<file path="src/rtl/nn_layer_sequencer.sv">
// nn_layer_sequencer: steps NUM_STAGES layer stages through weight-load, bias-load and
// compute phases with capture/done strobes. Define SEQ_TIMEOUT_EN for the per-phase timeout.
module nn_layer_sequencer #(
    parameter int NUM_STAGES     = 3,
    parameter int TIMEOUT_CYCLES = 65535,
    parameter int SW             = (NUM_STAGES > 1) ? $clog2(NUM_STAGES) : 1
) (
    input  logic                  clk_100MHz,
    input  logic                  rst_n,
    input  logic                  run,
    input  logic                  abort,
    output logic [NUM_STAGES-1:0] wload_start,
    input  logic [NUM_STAGES-1:0] wload_done,
    output logic [NUM_STAGES-1:0] bload_start,
    input  logic [NUM_STAGES-1:0] bload_done,
    output logic [NUM_STAGES-1:0] fc_start,
    input  logic [NUM_STAGES-1:0] fc_done,
    output logic [SW-1:0]         stage_idx,
    output logic                  capture,
    output logic                  busy,
    output logic                  done,
    output logic                  error
);

    localparam logic [3:0] S_IDLE    = 4'd0;
    localparam logic [3:0] S_LOAD_W  = 4'd1;
    localparam logic [3:0] S_WAIT_W  = 4'd2;
    localparam logic [3:0] S_LOAD_B  = 4'd3;
    localparam logic [3:0] S_WAIT_B  = 4'd4;
    localparam logic [3:0] S_COMPUTE = 4'd5;
    localparam logic [3:0] S_WAIT_C  = 4'd6;
    localparam logic [3:0] S_CAPTURE = 4'd7;
    localparam logic [3:0] S_FINISH  = 4'd8;

    if (NUM_STAGES < 1 || NUM_STAGES > 8) begin : g_bad_num_stages
        $error("nn_layer_sequencer: NUM_STAGES must be 1..8");
    end
    if (TIMEOUT_CYCLES < 1 || TIMEOUT_CYCLES > 65535) begin : g_bad_timeout
        $error("nn_layer_sequencer: TIMEOUT_CYCLES must be 1..65535");
    end

    logic [3:0]    state;
    logic [3:0]    state_nxt;
    logic [SW-1:0] stage_cnt;
    logic [SW-1:0] stage_nxt;
    logic          cur_done;
    logic          last_stage;
    logic          timeout;

    assign last_stage = (stage_cnt == SW'(NUM_STAGES - 1));

    // Only the current stage's done bit, and only in the matching WAIT state, is observed.
    always_comb begin
        // NOTE: every signal assigned in always_comb gets a default first so no latch is inferred.
        cur_done = 1'b0;
        case (state)
            S_WAIT_W: cur_done = wload_done[stage_cnt];
            S_WAIT_B: cur_done = bload_done[stage_cnt];
            S_WAIT_C: cur_done = fc_done[stage_cnt];
            default:  cur_done = 1'b0;
        endcase
    end

    always_comb begin
        state_nxt = state;
        stage_nxt = stage_cnt;
        if (abort || timeout) begin
            state_nxt = S_IDLE;
            stage_nxt = '0;
        end else begin
            case (state)
                S_IDLE: begin
                    if (run) begin
                        state_nxt = S_LOAD_W;
                        stage_nxt = '0;
                    end
                end
                S_LOAD_W:  state_nxt = S_WAIT_W;
                S_WAIT_W:  if (cur_done) state_nxt = S_LOAD_B;
                S_LOAD_B:  state_nxt = S_WAIT_B;
                S_WAIT_B:  if (cur_done) state_nxt = S_COMPUTE;
                S_COMPUTE: state_nxt = S_WAIT_C;
                S_WAIT_C:  if (cur_done) state_nxt = S_CAPTURE;
                S_CAPTURE: begin
                    if (last_stage) begin
                        state_nxt = S_FINISH;
                    end else begin
                        state_nxt = S_LOAD_W;
                        stage_nxt = stage_cnt + SW'(1);
                    end
                end
                S_FINISH: begin
                    state_nxt = S_IDLE;
                    stage_nxt = '0;
                end
                default: begin
                    state_nxt = S_IDLE;
                    stage_nxt = '0;
                end
            endcase
        end
    end

    always_ff @(posedge clk_100MHz or negedge rst_n) begin
        if (!rst_n) begin
            state     <= S_IDLE;
            stage_cnt <= '0;
        end else begin
            // NOTE: registers use non-blocking assignment so every flop samples pre-edge values.
            state     <= state_nxt;
            stage_cnt <= stage_nxt;
        end
    end

`ifdef SEQ_TIMEOUT_EN
    localparam logic [15:0] TO_LAST = 16'(TIMEOUT_CYCLES - 1);

    logic [15:0] wait_cnt;
    logic        in_wait;

    assign in_wait = (state == S_WAIT_W) || (state == S_WAIT_B) || (state == S_WAIT_C);
    assign timeout = in_wait && !cur_done && (wait_cnt == TO_LAST);

    // Every WAIT state is entered from a LOAD/COMPUTE state, so the count restarts at 0.
    always_ff @(posedge clk_100MHz or negedge rst_n) begin
        if (!rst_n) begin
            wait_cnt <= '0;
        end else if (!in_wait) begin
            wait_cnt <= '0;
        end else begin
            wait_cnt <= wait_cnt + 16'd1;
        end
    end

    always_ff @(posedge clk_100MHz or negedge rst_n) begin
        if (!rst_n) begin
            error <= 1'b0;
        end else if (abort) begin
            error <= error;
        end else if (state == S_IDLE && run) begin
            error <= 1'b0;
        end else if (timeout) begin
            error <= 1'b1;
        end
    end
`else
    assign timeout = 1'b0;
    assign error   = 1'b0;
`endif

    // Moore output decode.
    always_comb begin
        wload_start = '0;
        bload_start = '0;
        fc_start    = '0;
        case (state)
            S_LOAD_W:  wload_start[stage_cnt] = 1'b1;
            S_LOAD_B:  bload_start[stage_cnt] = 1'b1;
            S_COMPUTE: fc_start[stage_cnt]    = 1'b1;
            default:   ;
        endcase
    end

    assign stage_idx = stage_cnt;
    assign capture   = (state == S_CAPTURE);
    assign done      = (state == S_FINISH);
    assign busy      = (state != S_IDLE);

    a_start_onehot: assert property (@(posedge clk_100MHz) disable iff (!rst_n)
        $onehot0({wload_start, bload_start, fc_start}));

    a_stage_range: assert property (@(posedge clk_100MHz) disable iff (!rst_n)
        stage_cnt <= SW'(NUM_STAGES - 1));

endmodule

</file>
<file path="config.mk">
export PLATFORM = sky130hd
export DESIGN_NAME = nn_layer_sequencer
export DESIGN_NICKNAME = d
export VERILOG_FILES = /design/src/rtl/nn_layer_sequencer.sv
export SDC_FILE = /design/constraint.sdc
export NUM_CORES = 1
export LEC_CHECK = 0
export CAP_MARGIN = 20
export CORE_AREA = 2 2 39 41
export DETAILED_ROUTE_END_ITERATION = 10
export DIE_AREA = 0 0 41 43
export DONT_BUFFER_PORTS = 1
export SLEW_MARGIN = 20
export SYNTH_ARGS = -nofsm -noshare
export SYNTH_HDL_FRONTEND = slang
export SYNTH_SLANG_ARGS = --single-unit
</file>
<file path="constraint.sdc">
create_clock -name clk_100MHz -period 2.2 [get_ports clk_100MHz]
set_input_delay 0.22 -clock clk_100MHz [delete_from_list [all_inputs] [get_ports clk_100MHz]]
set_output_delay 0.22 -clock clk_100MHz [all_outputs]
set_load 0.05 [all_outputs]
</file>
==> results_dict.tcl, run 1 <==
set metrics [dict create \
    die_h_um 43 \
    period_minus_slack_ns 1.88 \
    grt_pass1_vias 449 \
    pwr-share-seq_pct 40.4 \
    nets 93 \
    holdPathStages 1 \
    fmax_ghz 0.531 \
    synth_cell_types 32 \
    viasPerCell 5.51 \
    holdPathEnd "state[1]" \
    start_util_pct 41.3 \
    regToRegSetupSlack_ns 0.65 \
    fin_crit_sh_pct 85.6 \
    antenna_found_initial 0 \
    end_kind "output pin" \
    clkPwrFrac_pct 27.9 \
    synth_ff_type "dfrtp_1" \
    cts_root_buf "clkbuf_4" \
    leakage_nw 0.286 \
    worstHoldPathType "input port to flop" \
    clkLatencyLatePin_ns 0.24 \
    track_usage_pct 15.8 \
    cp-start-kind "flop" \
    startpoint "state[1]" \
    crit_required_ns 1.98 \
    wire_per_inst_um 13.5 \
    whs_ns 0.0426 \
    synth_top_area_share_pct 26.3 \
    power_frac_comb_pct 31.7 \
    regToRegEndpoint "state[0]" \
    power.density_nw_per_um2 537 \
    cts_tree "done" \
    fin_worst_skew_ns 0.00542 \
    p_total_mw 0.348 \
    async_flop_share_pct 100 \
    status "finished, final reports clean" \
    fp.coreArea_um2 1380 \
    postSynthAreaPerCell_um2 8.29 \
    drc 0 \
    cp_data_arrival_time_ns 1.66 \
    holdCritStartpoint "abort" \
    r2r_cells 3 \
    rsz0062_at_grt "no" \
    finalWeightedCongestion 0.713 \
    numCtsBuffers 3 \
    report.final.slew_viol_count 0 \
    synth.cell_area_um2 572 \
    cts_max_level 1 \
    p_int_mw 0.219 \
    postRouteAntennaNets 0 \
    setup_viol 0 \
    via_count 501 \
    post-dp-hpwl_um 967 \
    reg2reg_from "state[1]" \
    peakVddDrop_mv 0.518 \
    post_route_cells_drive_above_1_share_pct 29.3 \
    switchingPower_mw 0.129 \
    synth-seq-area-share_pct 26.3 \
    cp_max_fo 13 \
    cpPeakStageDelay_ns 0.50 \
    rows 14 \
    clockBufferDepth 2 \
    grt_first_pass_wirelength_um 1900 \
    p_sw_share_pct 37.1 \
    drtPass1Iterations 6 \
    path_cells "or3_1, or2_2" \
    final_cell_area_um2 648 \
    cts.clk_slew.worst_paths_ns 0.04 \
    antenna_cells 0 \
    placed_cell_area_um2 616 \
    finalHoldViolCount 0 \
    synth_edf_count 0 \
    syn2layout_area_growth_pct 13.3 \
    max_cap_violations 0 \
    clock_sinks 6 \
    wl_um 1230 \
    yosys-top-cells-count "nand2_1 (8), nor2_1 (8), nor3_1 (7)" \
    syn_nets 85 \
    fillers 150 \
    grt_max_degree 14 \
    die-area_um2 1760 \
    die_x_um 41 \
    worst_path_max_delay_cell "dfrtp_1" \
    ys_ff_latch 6 \
    ioPinCount 28 \
    drtIter0Drc 4 \
    crit_type "flop to output pin" \
    ys_warn_count 0 \
    postCtsSetupBuffers 0 \
    fin_setup_tns_ns 0 \
    synth_cells 69 \
    gr-total-overflow 0 \
    io_buffers 0 \
    synth_top_area_cell "dfrtp_1" \
    synthTopCellsByArea "dfrtp_1 (26%), ha_1 (6.6%), nor3_1 (6.1%)" \
]
## through the flow
step	cells	setup slack (ns)	utilization (%)
after CTS	91	0.318	46.8
after floorplan	69	0.0134	-
final	91	0.317	46.8
after global routing	91	0.239	46.8
after global placement	87	0.606	44.5
after detailed placement	87	0.575	44.5
## worst max-delay path by stage
stage,endpoint,slack [ns],cells past startpoint
2_1_floorplan,bload_start[1],0.01,4
3_3_place_gp,busy,0.61,2
3_5_place_dp,busy,0.58,2
4_1_cts,busy,0.32,2
5_1_grt,wload_start[2],0.24,5
6_report,busy,0.32,2
## state kept, by name, summed over array words and instances, names as in the netlist
name / cells
stage_idx: 2
state: 4
## power groups by stage
stage	Clock (mW)	Combinational [mW]	Sequential (mW)
after floorplan	0	0.119	0.125
after global placement	0	0.108	0.140
after detailed placement	0	0.108	0.142
after CTS	0.0996	0.111	0.140
after global routing	0.108	0.118	0.143
final	0.0971	0.110	0.141
## layer usage
layer	up-vias	wire length [um]	global-route usage (%)
met5	-	0	0
met4	0	0	5.33
met3	0	93	5.76
met2	17	584	20.6
met1	231	553	23.3
li1	253	-	-
## cells by family (layout without fill, tap and decap cells)
kind of cell	Yosys count	after routing	synth area share, %
simple gates	34	34	31.9
buf+inv	10	16	10.7
compound gates	9	9	13.3
flops	6	6	26.3
mux	4	4	7.44
fa+ha+maj	3	3	6.57
xor+xnor	2	2	3.06
other cells	1	1	0.656
## repair_timing
item,in CTS,in global routing
gates resized for setup,0,0
hold endpoints to repair,6,0
hold buffers,1,0
## critical path: cells and delay by family, from the launching register on
kind	cells	cell delay [ns]
DFF	1	0.50
and+or+nand+nor	2	0.93
## cells in the final DEF (no fill, tap or decap), drive strengths merged, types with 2 or more instances in the layout
| cell type | Yosys | routed |
|---|---|---|
| ha | 3 | 3 |
| nand2 | 8 | 8 |
| and4 | 2 | 2 |
| or3 | 2 | 2 |
| a22o | 2 | 2 |
| and2 | 2 | 2 |
| clkbuf | 1 | 3 |
| dfrtp | 6 | 6 |
| buf | 6 | 9 |
| mux2i | 2 | 2 |
| nor2 | 8 | 8 |
| nor3 | 7 | 7 |
| inv | 3 | 3 |
| mux2 | 2 | 2 |
## area by class of cell
type                    count  area [um2]  area share [%]
multi-input cells          53         367            56.6
flip-flops and latches      6         150            23.2
repair buffers             10        77.6            12.0
clock buffers               3        22.5            3.47
well taps                  16        20.0            3.09
inverters                   3        11.3            1.74
Note: power is estimated with default switching activity, not from simulation.
==> run 2, diff against run 1 <==
--- a/config.mk
+++ b/config.mk
@@ -5,6 +5,7 @@
 export SDC_FILE = /design/constraint.sdc
 export NUM_CORES = 1
 export LEC_CHECK = 0
+export ABC_CLOCK_PERIOD_IN_PS = 2200
 export CAP_MARGIN = 20
 export CORE_AREA = 2 2 39 41
 export DETAILED_ROUTE_END_ITERATION = 10
==> results of run 2 <==
The final DEF is identical to that of run 1; final timing and power are the same.
==> run 3, diff against run 2 <==
--- a/config.mk
+++ b/config.mk
@@ -7,10 +7,11 @@
 export LEC_CHECK = 0
 export ABC_CLOCK_PERIOD_IN_PS = 2200
 export CAP_MARGIN = 20
-export CORE_AREA = 2 2 39 41
+export CORE_MARGIN = 2
+export CORE_UTILIZATION = 42
+export CTS_CLUSTER_DIAMETER = 50
 export DETAILED_ROUTE_END_ITERATION = 10
-export DIE_AREA = 0 0 41 43
-export DONT_BUFFER_PORTS = 1
+export PLACE_DENSITY = 0.83
 export SLEW_MARGIN = 20
 export SYNTH_ARGS = -nofsm -noshare
 export SYNTH_HDL_FRONTEND = slang
==> run 3 against run 2 <==
Hold slack improved by 0.18 ns. Clock-buffer cell count did not move. Flip-flop and latch count did not move. Final cell count rose by 16%. Power rose by 12%. Non-clock buffer count rose by 16. First-iteration DRC count rose by 50%. Critical endpoint unchanged.
==> results_dict.tcl, run 3 (synthesized netlist as in run 1, its figures left out) <==
set metrics [dict create \
    track_usage_pct 18.2 \
    cpPeakStageDelay_ns 0.50 \
    crit_family "simple AND/OR/NAND/NOR gates" \
    cts_max_level 1 \
    power.density_nw_per_um2 440 \
    setup_viol 0 \
    clkLatencyLatePin_ns 0.24 \
    finalWeightedCongestion 0.735 \
    postRouteAntennaNets 0 \
    rows 13 \
    start_util_pct 44.5 \
    drtIter0Drc 6 \
    wire_per_inst_um 11.6 \
    post_route_cells_drive_above_1_share_pct 27.5 \
    via_count 564 \
    numCtsBuffers 3 \
    cts_tree "done" \
    pwr-share-seq_pct 36.0 \
    grt_max_degree 14 \
    die_x_um 40.9 \
    cts.clk_slew.worst_paths_ns 0.04 \
    worstHoldPathType "input port to asynchronous set/reset pin" \
    die_h_um 40.9 \
    wl_um 1230 \
    postCtsSetupBuffers 0 \
    cp_max_fo 13 \
    worst_path_max_delay_cell "dfrtp_1" \
    worst-path-buf-inv 1 \
    antenna_cells 0 \
    whs_ns 0.218 \
    fin_crit_sh_pct 86.9 \
    syn2layout_area_growth_pct 55.1 \
    layout_commonest_cell "clkdlybuf4s50_1" \
    viasPerCell 5.32 \
    clkPwrFrac_pct 25.1 \
    max_cap_violations 0 \
    fp.coreArea_um2 1280 \
    cts_resized 0 \
    finalHoldViolCount 0 \
    nets 109 \
    fmax_ghz 0.523 \
    period_minus_slack_ns 1.91 \
    leakage_nw 0.371 \
    ioPinCount 28 \
    cp_data_arrival_time_ns 1.69 \
    fillers 99 \
    cts_root_buf "clkbuf_4" \
    end_kind "output pin" \
    p_int_mw 0.253 \
    io_buffers 26 \
    largest_reg_flops 4 \
    drtPass1Iterations 2 \
    grt_first_pass_wirelength_um 1990 \
    regMostFlops "state" \
    die-area_um2 1670 \
    rsz0062_at_grt "no" \
    layout_common_cells "clkdlybuf4s50_1 (14), nand2_1 (8), nor2_1 (8)" \
    clockBufferDepth 2 \
    report.final.slew_viol_count 0 \
    clock_sinks 6 \
    peakVddDrop_mv 0.394 \
    fin_worst_skew_ns 0.00394 \
    gr-total-overflow 0 \
    drc 0 \
    power_frac_comb_pct 38.9 \
    grt_pass1_vias 493 \
    path_cells "or3_1, or2_2, buf_4" \
    crit_type "flop to output pin" \
    status "finished, final reports clean" \
    ctsHoldBuffers 0 \
    cp-start-kind "flop" \
    fin_setup_tns_ns 0 \
    post-dp-hpwl_um 1020 \
    p_sw_share_pct 35.3 \
    antenna_found_initial 0 \
    crit_required_ns 1.98 \
    switchingPower_mw 0.137 \
]
-- run 3: layout make-up --
class / count / area (um2) / area share (%)
Timing Repair Buffer: 26 / 318 / 35.8
Inverter: 3 / 11.3 / 1.27
Tap cell: 15 / 18.8 / 2.12
Clock buffer: 3 / 22.5 / 2.54
Sequential cell: 6 / 150 / 16.9
Multi-Input combinational cell: 53 / 367 / 41.3
-- run 3: final timing paths --
| check | from | slack [ns] | end | cells after the start |
|---|---|---|---|---|
| hold reg to reg | state[3] | 0.63 | state[1] | 1 |
| setup reg to reg | stage_idx[0] | 0.60 | stage_idx[0] | 4 |
| max in group asynchronous | rst_n | 1.77 | stage_idx[1] | 1 |
| hold / removal | rst_n | 0.22 | state[3] | 1 |
| setup / recovery | state[1] | 0.29 | busy | 3 |
| min in group clk_100MHz | state[3] | 0.63 | state[1] | 1 |
-- run 3: stage by stage --
stage | setup WS [ns] | instances | util (%) | cell area, um2 | power [mW]
after CTS | 0.281 | 106 | 69.0 | 887 | 0.394
after detailed placement | 0.541 | 103 | 67.3 | 865 | 0.295
after global placement | 0.565 | 103 | 67.3 | 865 | 0.292
after global routing | 0.199 | 106 | 69.0 | 887 | 0.417
after floorplan | 0.0134 | 69 | - | 578 | 0.243
final | 0.289 | 106 | 69.0 | 887 | 0.390
-- run 3: power groups by stage --
stage,sequential (mW),clock [mW],combinational [mW]
2_1_floorplan,0.125,0,0.119
3_3_place_gp,0.140,0,0.151
3_5_place_dp,0.142,0,0.153
4_1_cts,0.140,0.101,0.153
5_1_grt,0.143,0.109,0.165
6_report,0.140,0.0978,0.152
-- run 3: routing by layer --
layer,global-route usage (%),vias up,wire (um)
met5,0,-,0
met4,5.00,0,0
met3,6.52,0,80
met2,29.3,23,605
met1,22.7,254,547
li1,-,287,-
==> RTL change (flow settings as in run 1) <==
The parameter `NUM_STAGES` goes from 3 to 5.
--- a/src/rtl/nn_layer_sequencer.sv
+++ b/src/rtl/nn_layer_sequencer.sv
@@ -2,5 +2,5 @@
 // compute phases with capture/done strobes. Define SEQ_TIMEOUT_EN for the per-phase timeout.
 module nn_layer_sequencer #(
-    parameter int NUM_STAGES     = 3,
+    parameter int NUM_STAGES     = 5,
     parameter int TIMEOUT_CYCLES = 65535,
     parameter int SW             = (NUM_STAGES > 1) ? $clog2(NUM_STAGES) : 1
Ports: changed (7 resized); port bits go from 28 to 41. The function was not compared with the original's and may differ.
==> RTL change against run 1 <==
- cell area is 45% higher
- setup slack worse by 0.042 ns
- routed wire length increased by 60%
- sequential power rose by 26%
- area after synthesis increased by 29%
- cell count rose by 43%
- power increased by 39%
- count of clock-buffer cells in the layout rose by 1
- critical endpoint is now bload_start[2]
- sequential share of layout area down 4.5 points
- sequential cell count rose by 1
==> RTL change: results (changes against run 1) <==
Parameter                              Value

Finish
  FILL cells ... 133 (-11%)
  Proportion of layout cells with a drive suffix above 1 ... 26.3% (-3.0 points)
  Fin nets ... 136 (+46%)

Worst setup path
  Depth of the most critical reg-to-reg path ... 6 (+3)
  Max Fanout on Critical Path ... 8 (-5)
  Data arrival, critical path ... 1.70 ns (+0.04 ns)
  Top Family by Delay on Critical Path ... simple AND/OR/NAND/NOR gates
  R2R Setup Slk ... 0.29 ns (-0.36 ns)
  Stage delay of the slowest cell on the critical path ... 0.50 ns (about the same)

STA
  Setup clock skew after layout ... 0.0110 ns (+0.00560 ns)
  Final hold slack ... 0.0108 ns (-0.0318 ns)

Global route
  First-pass GRT wire length ... 3110 um (+64%)
  Routing usage on met3 ... 3.66% (-2.1 points)
  Met2 track demand over resource in global routing ... 42.5% (+22 points)
  Vias in the first global route ... 686 (+53%)
  Met1 capacity usage during global routing ... 32.8% (+9.5 points)

Drt
  Routed len/inst ... 15.2 um (+12%)
  Length of the first detailed-routing pass in iterations ... 4 (-2)
  Metal2 WL ... 1010 um (+74%)
  Top metal layer carrying routed signals ... met4
  M1 wire length ... 801 um (+45%)
  Initial drt markers ... 17 (+13)
  Total via count after detailed routing ... 745 (+49%)
  Detail Route met3 WL ... 120 um (+29%)

Power and ir drop
  Cell internal pwr ... 0.270 mW (+23%)
  Leakage power total ... 0.380 nW (+33%)
  Worst vdd rail ir drop ... 543 uV (+4.9%)

Place
  Setup slack after placement ... 0.309 ns (-0.266 ns)
  Global placement routability congestion ... 0.723 (+1.4%)
  HPWL Detailed ... 1520 um (+57%)

Synth
  Part of the Yosys area used for sequential elements ... 23.7% (-2.6 points)
  Commonest cells in the netlist ... nor2_1, nand2_1, nor3_1
  Largest cells by area after synthesis ... dfrtp_1, nor2_1, mux2i_1, nand2_1, nor3_1
  Synthesis warning total ... 0 (unchanged)
  Top cell type by total area after synthesis ... dfrtp_1
  Syn Nets ... 118 (+39%)
  Distinct cell type count after synthesis ... 36 (+13%)

Clocking
  Clk_lat worst skew ... 0.27 ns (+0.03 ns)
  Clock transition time at the flip-flop clock pins of the worst setup and hold paths ... 0.06 ns (+0.02 ns)

Run status
  Outcome ... finished clean
RTL change: cell count changes after synthesis, sizes merged, moves of 3 or more:
cell,before,now
mux2i,2,5
nand2b,0,3
nand2,8,12
nor2,8,19
nor4,0,3
RTL change: power groups by stage:
stage	logic (mW)	registers, mW	clock network, mW
floorplan	0.182	0.148	0
global placement	0.174	0.178	0
detailed placement	0.175	0.179	0
CTS	0.180	0.177	0.127
global route	0.198	0.182	0.135
finish	0.180	0.178	0.126
RTL change: stage by stage:
step                cell area (um^2)  instances  power [mW]
floorplan                        747         97       0.331
global placement                 901        125       0.352
detailed placement               901        125       0.354
CTS                              937        130       0.484
global route                     937        130       0.514
finish                           937        130       0.484
RTL change: cell families after synthesis:
kind of cell / share of synthesized area [%]
compound gates: 17.4
simple gates: 35.5
other cells: 0.507
flops: 23.7
xor+xnor: 2.37
mux: 8.80
buf+inv: 8.29
fa+ha+maj: 3.38
RTL change: area by class of cell:
cell class	instances	area, um^2	area share [%]
Timing Repair Buffer	21	198	21.1
Sequential cell	7	175	18.7
Inverter	2	7.51	0.801
Tap cell	16	20.0	2.14
Clock buffer	4	26.3	2.80
Multi-Input combinational cell	80	510	54.5
RTL change: worst max path at each step:
| stage | slack (ns) | end | depth (start not counted) | startpoint |
|---|---|---|---|---|
| after floorplan | -0.11 | fc_start[2] | 2 | stage_idx[1] |
| after global placement | 0.35 | state[0] | 6 | stage_idx[0] |
| after detailed placement | 0.31 | state[0] | 6 | stage_idx[0] |
| after CTS | 0.27 | wload_start[3] | 4 | stage_idx[2] |
| after global routing | 0.07 | state[0] | 6 | stage_idx[0] |
| final | 0.28 | bload_start[2] | 4 | state[2] |
RTL change: what timing repair did:
action / 4_1_cts / 5_1_grt
setup buffers: 0 / 0
hold endpoints to repair: 7 / 0
resized for setup: 0 / 0
hold buffers: 1 / 0
